File: src/rtl/mul_div_unit.sv
// Iterative RV32M-style divider: DIV/DIVU/REM/REMU with a restoring
// shift-subtract core, one quotient bit per cycle, and a stall/done handshake.
module mul_div_unit #(
    parameter int XLEN = 32
) (
    input  logic            i_clk,
    input  logic            i_rst_n,
    input  logic            i_start,
    input  logic [1:0]      i_op,
    input  logic [XLEN-1:0] i_dividend,
    input  logic [XLEN-1:0] i_divisor,
    input  logic            i_flush,
    output logic            o_busy,
    output logic            o_done,
    output logic [XLEN-1:0] o_result
);

    typedef enum logic [1:0] {
        S_IDLE,
        S_CALC,
        S_DONE
    } state_e;

    typedef enum logic [1:0] {
        OP_DIV  = 2'b00,
        OP_DIVU = 2'b01,
        OP_REM  = 2'b10,
        OP_REMU = 2'b11
    } op_e;

    localparam logic [XLEN-1:0] ONE     = XLEN'(1);
    localparam logic [XLEN-1:0] INT_MIN = {1'b1, {(XLEN-1){1'b0}}};
    localparam logic [5:0]      LAST    = 6'(XLEN - 1);

    function automatic logic [XLEN-1:0] negate(input logic [XLEN-1:0] x);
        return ~x + ONE;
    endfunction

    state_e          state_q, state_d;
    op_e             op_q, op_d;
    logic [5:0]      cnt_q, cnt_d;
    logic [XLEN-1:0] quot_q, quot_d;     // holds |dividend| and shifts in quotient bits
    logic [XLEN-1:0] rem_q, rem_d;
    logic [XLEN-1:0] dvs_q, dvs_d;       // |divisor|
    logic            q_neg_q, q_neg_d;
    logic            r_neg_q, r_neg_d;
    logic [XLEN-1:0] result_q, result_d;

    // Operand decode on the IDLE-cycle inputs.
    logic            in_signed;
    logic            in_dvd_neg;
    logic            in_dvs_neg;
    logic [XLEN-1:0] in_dvd_abs;
    logic [XLEN-1:0] in_dvs_abs;
    logic            in_div_zero;
    logic            in_overflow;

    assign in_signed   = ~i_op[0];
    assign in_dvd_neg  = in_signed & i_dividend[XLEN-1];
    assign in_dvs_neg  = in_signed & i_divisor[XLEN-1];
    assign in_dvd_abs  = in_dvd_neg ? negate(i_dividend) : i_dividend;
    assign in_dvs_abs  = in_dvs_neg ? negate(i_divisor) : i_divisor;
    assign in_div_zero = (i_divisor == '0);
    assign in_overflow = in_signed && (i_dividend == INT_MIN) && (i_divisor == '1);

    // One restoring step: the XLEN+1-bit partial remainder never exceeds
    // 2*|divisor|-1, so its top bit after the subtract is a clean borrow.
    logic [XLEN:0]   part_rem;
    logic [XLEN:0]   diff;
    logic [XLEN-1:0] step_rem;
    logic [XLEN-1:0] step_quot;
    logic [XLEN-1:0] fix_quot;
    logic [XLEN-1:0] fix_rem;

    assign part_rem  = {rem_q, quot_q[XLEN-1]};
    assign diff      = part_rem - {1'b0, dvs_q};
    assign step_rem  = diff[XLEN] ? part_rem[XLEN-1:0] : diff[XLEN-1:0];
    assign step_quot = {quot_q[XLEN-2:0], ~diff[XLEN]};
    assign fix_quot  = q_neg_q ? negate(step_quot) : step_quot;
    assign fix_rem   = r_neg_q ? negate(step_rem) : step_rem;

    always_comb begin
        // NOTE: every always_comb target gets a default first so no path leaves it unassigned (no latch).
        state_d  = state_q;
        op_d     = op_q;
        cnt_d    = cnt_q;
        quot_d   = quot_q;
        rem_d    = rem_q;
        dvs_d    = dvs_q;
        q_neg_d  = q_neg_q;
        r_neg_d  = r_neg_q;
        result_d = result_q;

        if (i_flush) begin
            state_d = S_IDLE;
            cnt_d   = '0;
        end else begin
            unique case (state_q)
                S_IDLE: begin
                    if (i_start) begin
                        op_d    = op_e'(i_op);
                        quot_d  = in_dvd_abs;
                        rem_d   = '0;
                        dvs_d   = in_dvs_abs;
                        q_neg_d = in_dvd_neg ^ in_dvs_neg;
                        r_neg_d = in_dvd_neg;
                        cnt_d   = '0;
                        if (in_div_zero) begin
                            result_d = i_op[1] ? i_dividend : '1;
                            state_d  = S_DONE;
                        end else if (in_overflow) begin
                            result_d = i_op[1] ? '0 : INT_MIN;
                            state_d  = S_DONE;
                        end else begin
                            state_d = S_CALC;
                        end
                    end
                end
                S_CALC: begin
                    quot_d = step_quot;
                    rem_d  = step_rem;
                    cnt_d  = cnt_q + 6'd1;
                    if (cnt_q == LAST) begin
                        result_d = op_q[1] ? fix_rem : fix_quot;
                        cnt_d    = '0;
                        state_d  = S_DONE;
                    end
                end
                S_DONE: begin
                    state_d = S_IDLE;
                end
                default: begin
                    state_d = S_IDLE;
                end
            endcase
        end
    end

    always_ff @(posedge i_clk or negedge i_rst_n) begin
        if (!i_rst_n) begin
            state_q  <= S_IDLE;
            op_q     <= OP_DIV;
            cnt_q    <= '0;
            quot_q   <= '0;
            rem_q    <= '0;
            dvs_q    <= '0;
            q_neg_q  <= 1'b0;
            r_neg_q  <= 1'b0;
            result_q <= '0;
        end else begin
            // NOTE: non-blocking assignments so every register samples pre-edge values.
            state_q  <= state_d;
            op_q     <= op_d;
            cnt_q    <= cnt_d;
            quot_q   <= quot_d;
            rem_q    <= rem_d;
            dvs_q    <= dvs_d;
            q_neg_q  <= q_neg_d;
            r_neg_q  <= r_neg_d;
            result_q <= result_d;
        end
    end

    // Busy drops in DONE so the stalled instruction retires with the result.
    assign o_busy   = ((state_q == S_IDLE) && i_start && !i_flush) || (state_q == S_CALC);
    assign o_done   = (state_q == S_DONE);
    assign o_result = result_q;

endmodule
File: config.mk
export PLATFORM = sky130hd
export DESIGN_NAME = mul_div_unit
export DESIGN_NICKNAME = d
export VERILOG_FILES = /design/src/rtl/mul_div_unit.sv
export SDC_FILE = /design/constraint.sdc
export NUM_CORES = 1
export LEC_CHECK = 0
export BUFFER_PORTS_ARGS = -buffer_cell sky130_fd_sc_hd__buf_2
export CAP_MARGIN = 20
export CORE_MARGIN = 4
export CORE_UTILIZATION = 60
export DETAILED_ROUTE_END_ITERATION = 10
export PLACE_DENSITY_LB_ADDON = 0.25
export RECOVER_POWER = 25
export SETUP_SLACK_MARGIN = 0.5
export SYNTH_ARGS = -nofsm -noshare
export SYNTH_HDL_FRONTEND = slang
export SYNTH_SLANG_ARGS = --single-unit
export TNS_END_PERCENT = 10
File: constraint.sdc
create_clock -name i_clk -period 7.4 [get_ports i_clk]
set_input_delay 1.11 -clock i_clk [delete_from_list [all_inputs] [get_ports i_clk]]
set_output_delay 1.11 -clock i_clk [all_outputs]
set_load 0.01 [all_outputs]
==> results.json <==
{
  "grt_pass1_vias": 11389,
  "routabilityCongestion": 0.963,
  "layout_common_cells": "o21ai_0 (184), nand2_1 (171), nor2_1 (157)",
  "worstReg2RegEnd": "o_result[30]",
  "min_path_cells": 2,
  "crit_chain": "inv_1, ha_1, fa_1, nand2b_1, a21oi_1, o31ai_2, a21oi_1, o21a_1, nor2_4, inv_1, nor2_1, a21oi_1, ha_1, inv_1, nor4_1, o211ai_1, a222oi_1, nand2_1, nor3_1, a2111oi_0, o32a_1",
  "ys_async_sr_fraction_pct": 100,
  "synthTopCellsByArea": "dfrtp_1 (30%), o21ai_0 (7.8%), a21oi_1 (6.6%)",
  "min_from": "o_result[2]",
  "place_ws_ns": 1.57,
  "arrival_ns": 6.39,
  "start_kind": "register",
  "path_buf_inv": 3,
  "holdWs_ns": 0.494,
  "power_mw": 5.91,
  "placed_area_mm2": 0.0124,
  "area_growth_syn_to_layout_pct": 10.4,
  "holdBufCountCts": 0,
  "pin_count": 104,
  "cts_max_path_buffers": 2,
  "reg2reg_from": "quot_q[31]",
  "die_w_um": 148,
  "final_common_cell": "o21ai_0",
  "cap_violations": 2,
  "nets": 1716,
  "antenna_found_initial": 0,
  "synth.largest_area_cell": "dfrtp_1",
  "grt_pass1_wl_um": 60800,
  "clock_sinks": 139,
  "grt_max_degree": 96,
  "dr_total_vias": 12506,
  "clkTransAtPathRegs_ns": 0.06,
  "r2r_slack_ns": 1.33,
  "antennaDiodeCount": 0,
  "synth-edff-count": 0,
  "ys_seq_area_share_pct": 29.6,
  "die_y_um": 148,
  "hpwl_um": 28700,
  "dp_cells": 1847,
  "wl_per_cell_um": 20.5,
  "cts_made_buffers": 17,
  "grt_use_total_pct": 34.7,
  "slowest_stage": "a222oi_1",
  "clock-root-buffer": "clkbuf_16",
  "synth_nets": 1669,
  "cts_tree": "yes",
  "drc": 0,
  "layout-drive-gt1-share_pct": 10.3,
  "synth_cell_types": 79,
  "cp_top_family": "compound AO/OA/AOI/OAI gates",
  "setup_viol_count_final": 0,
  "insertion_delay_ns": 0.44,
  "io_buffers": 103,
  "htreeDepth": 4,
  "relSlewSlack_pct": -178,
  "rsz0062_at_grt": "no",
  "min_period_ns": 6.07,
  "max_slew.worst_pin.slew_ns": 4.17,
  "core-area_mm2": 0.0190,
  "synth_top_area_share_pct": 29.6,
  "slew_viol_final": 107,
  "avgSynthCellArea_um2": 7.53,
  "fin_ws_ns": 1.33,
  "hold_class": "register to register",
  "hold_end": "o_result[2]",
  "ant_nets": 0,
  "fin_util_pct": 68.4,
  "drt_wl_total_um": 38500,
  "fillers": 1636,
  "r2r_cells": 21,
  "synthCells": 1560,
  "synth_seq_cells": 139,
  "dieArea_mm2": 0.0219,
  "ctsResizeCount": 0,
  "drt_iter0_drc": 1568,
  "cp.required_ns": 7.72,
  "viasPerCell": 6.65,
  "gr-total-overflow": 0,
  "tns_ns": 0,
  "end_kind": "register",
  "crit_cells": 21,
  "final_cell_area_mm2": 0.0130,
  "fmax_mhz": 165,
  "status": "complete, but fails checks",
  "fin_crit_sh_pct": 82.0,
  "fin_worst_skew_ns": 0.0146,
  "dr.pass1.iters": 6,
  "crit_fanout": 18,
  "yosysWarnings": 0,
  "slowest_delay_ns": 0.83,
  "synthesis.area_mm2": 0.0117,
  "stdcell_count": 1880,
  "leakage_nw": 5.40,
  "power_density_mw_per_mm2": 456,
  "start_util_pct": 62.0,
  "critical_path_class": "register to register",
  "hold_viol": 0,
  "synth_flop_cell": "dfrtp_1",
  "cts_setup_buffers": 0,
  "rows": 50,
  "peakVddDrop_mv": 0.256,
  "violations": "max-capacitance violations, max-slew violations"
}
## where the power goes
part | switching (mW) | internal [mW] | total [mW]
Sequential | 0.395 | 1.08 | 1.48
Clock | 0.380 | 0.514 | 0.894
Combinational | 2.25 | 1.29 | 3.54
Total | 3.03 | 2.88 | 5.91
## sequential cells by signal, indices dropped and copies added, names as in the netlist
name and count:
dvs_q 32, state_q 2, op_q 1, quot_q 32, q_neg_q 1, rem_q 32
r_neg_q 1, o_result 32, cnt_q 6
## worst max-delay path by stage
stage                          start            to  slack (ns)
after global routing      quot_q[31]  o_result[30]        0.81
final                     quot_q[31]  o_result[30]        1.33
after detailed placement  quot_q[31]  o_result[30]        1.57
after CTS                 quot_q[31]  o_result[30]        1.53
after global placement    quot_q[31]  o_result[30]        1.80
after floorplan           quot_q[31]  o_result[30]        2.04
## cell usage after synthesis, drive strengths merged, types with 15 or more instances
| master | n |
|---|---|
| o21ai | 187 |
| nand2 | 171 |
| nor2 | 159 |
| a21oi | 154 |
| dfrtp | 139 |
| clkbuf | 72 |
| inv | 64 |
| xor2 | 64 |
| xnor2 | 59 |
| ha | 38 |
| nor3 | 37 |
| or3 | 28 |
| o31ai | 27 |
| mux2i | 26 |
| nand3 | 26 |
| o211ai | 26 |
| a31oi | 22 |
| nand4 | 22 |
| nand2b | 19 |
| nor4 | 18 |
| buf | 17 |
| or4 | 15 |
## per-layer routing
layer,vias to the layer above,share of wire [%],GRT usage (%)
li1,5741,-,-
met1,5893,41,49.0
met2,751,44,52.1
met3,121,11,7.20
met4,0,4.0,14.5
met5,-,0,0
## cell families (layout without fill, tap and decap cells)
group	Yosys count	count (layout)	synth area share, %
simple gates	548	548	22.3
compound gates	529	529	27.2
buf+inv	153	213	4.95
flops	139	139	29.6
xor+xnor	123	123	9.17
fa+ha+maj	39	39	4.22
mux	29	29	2.50
## area by class of cell
type	count	area, µm²	area share, %
Multi-Input combinational cell	1268	7710	59.5
Sequential cell	139	3480	26.8
Timing Repair Buffer	117	613	4.73
Clock buffer	19	443	3.42
Tap cell	260	325	2.51
Inverter	64	240	1.85
Clock inverter	13	153	1.18
## worst register-to-register path, cell delays in order, from the launching register on
cell       delay, ns
dfrtp_1         0.38
inv_1           0.07
ha_1            0.22
fa_1            0.40
nand2b_1        0.21
a21oi_1         0.43
o31ai_2         0.18
a21oi_1         0.33
o21a_1          0.58
nor2_4          0.08
inv_1           0.15
nor2_1          0.06
a21oi_1         0.22
ha_1            0.23
inv_1           0.07
nor4_1          0.30
o211ai_1        0.24
a222oi_1        0.83
nand2_1         0.16
nor3_1          0.35
a2111oi_0       0.17
o32a_1          0.30
Note: power is estimated with default switching activity, not from simulation.
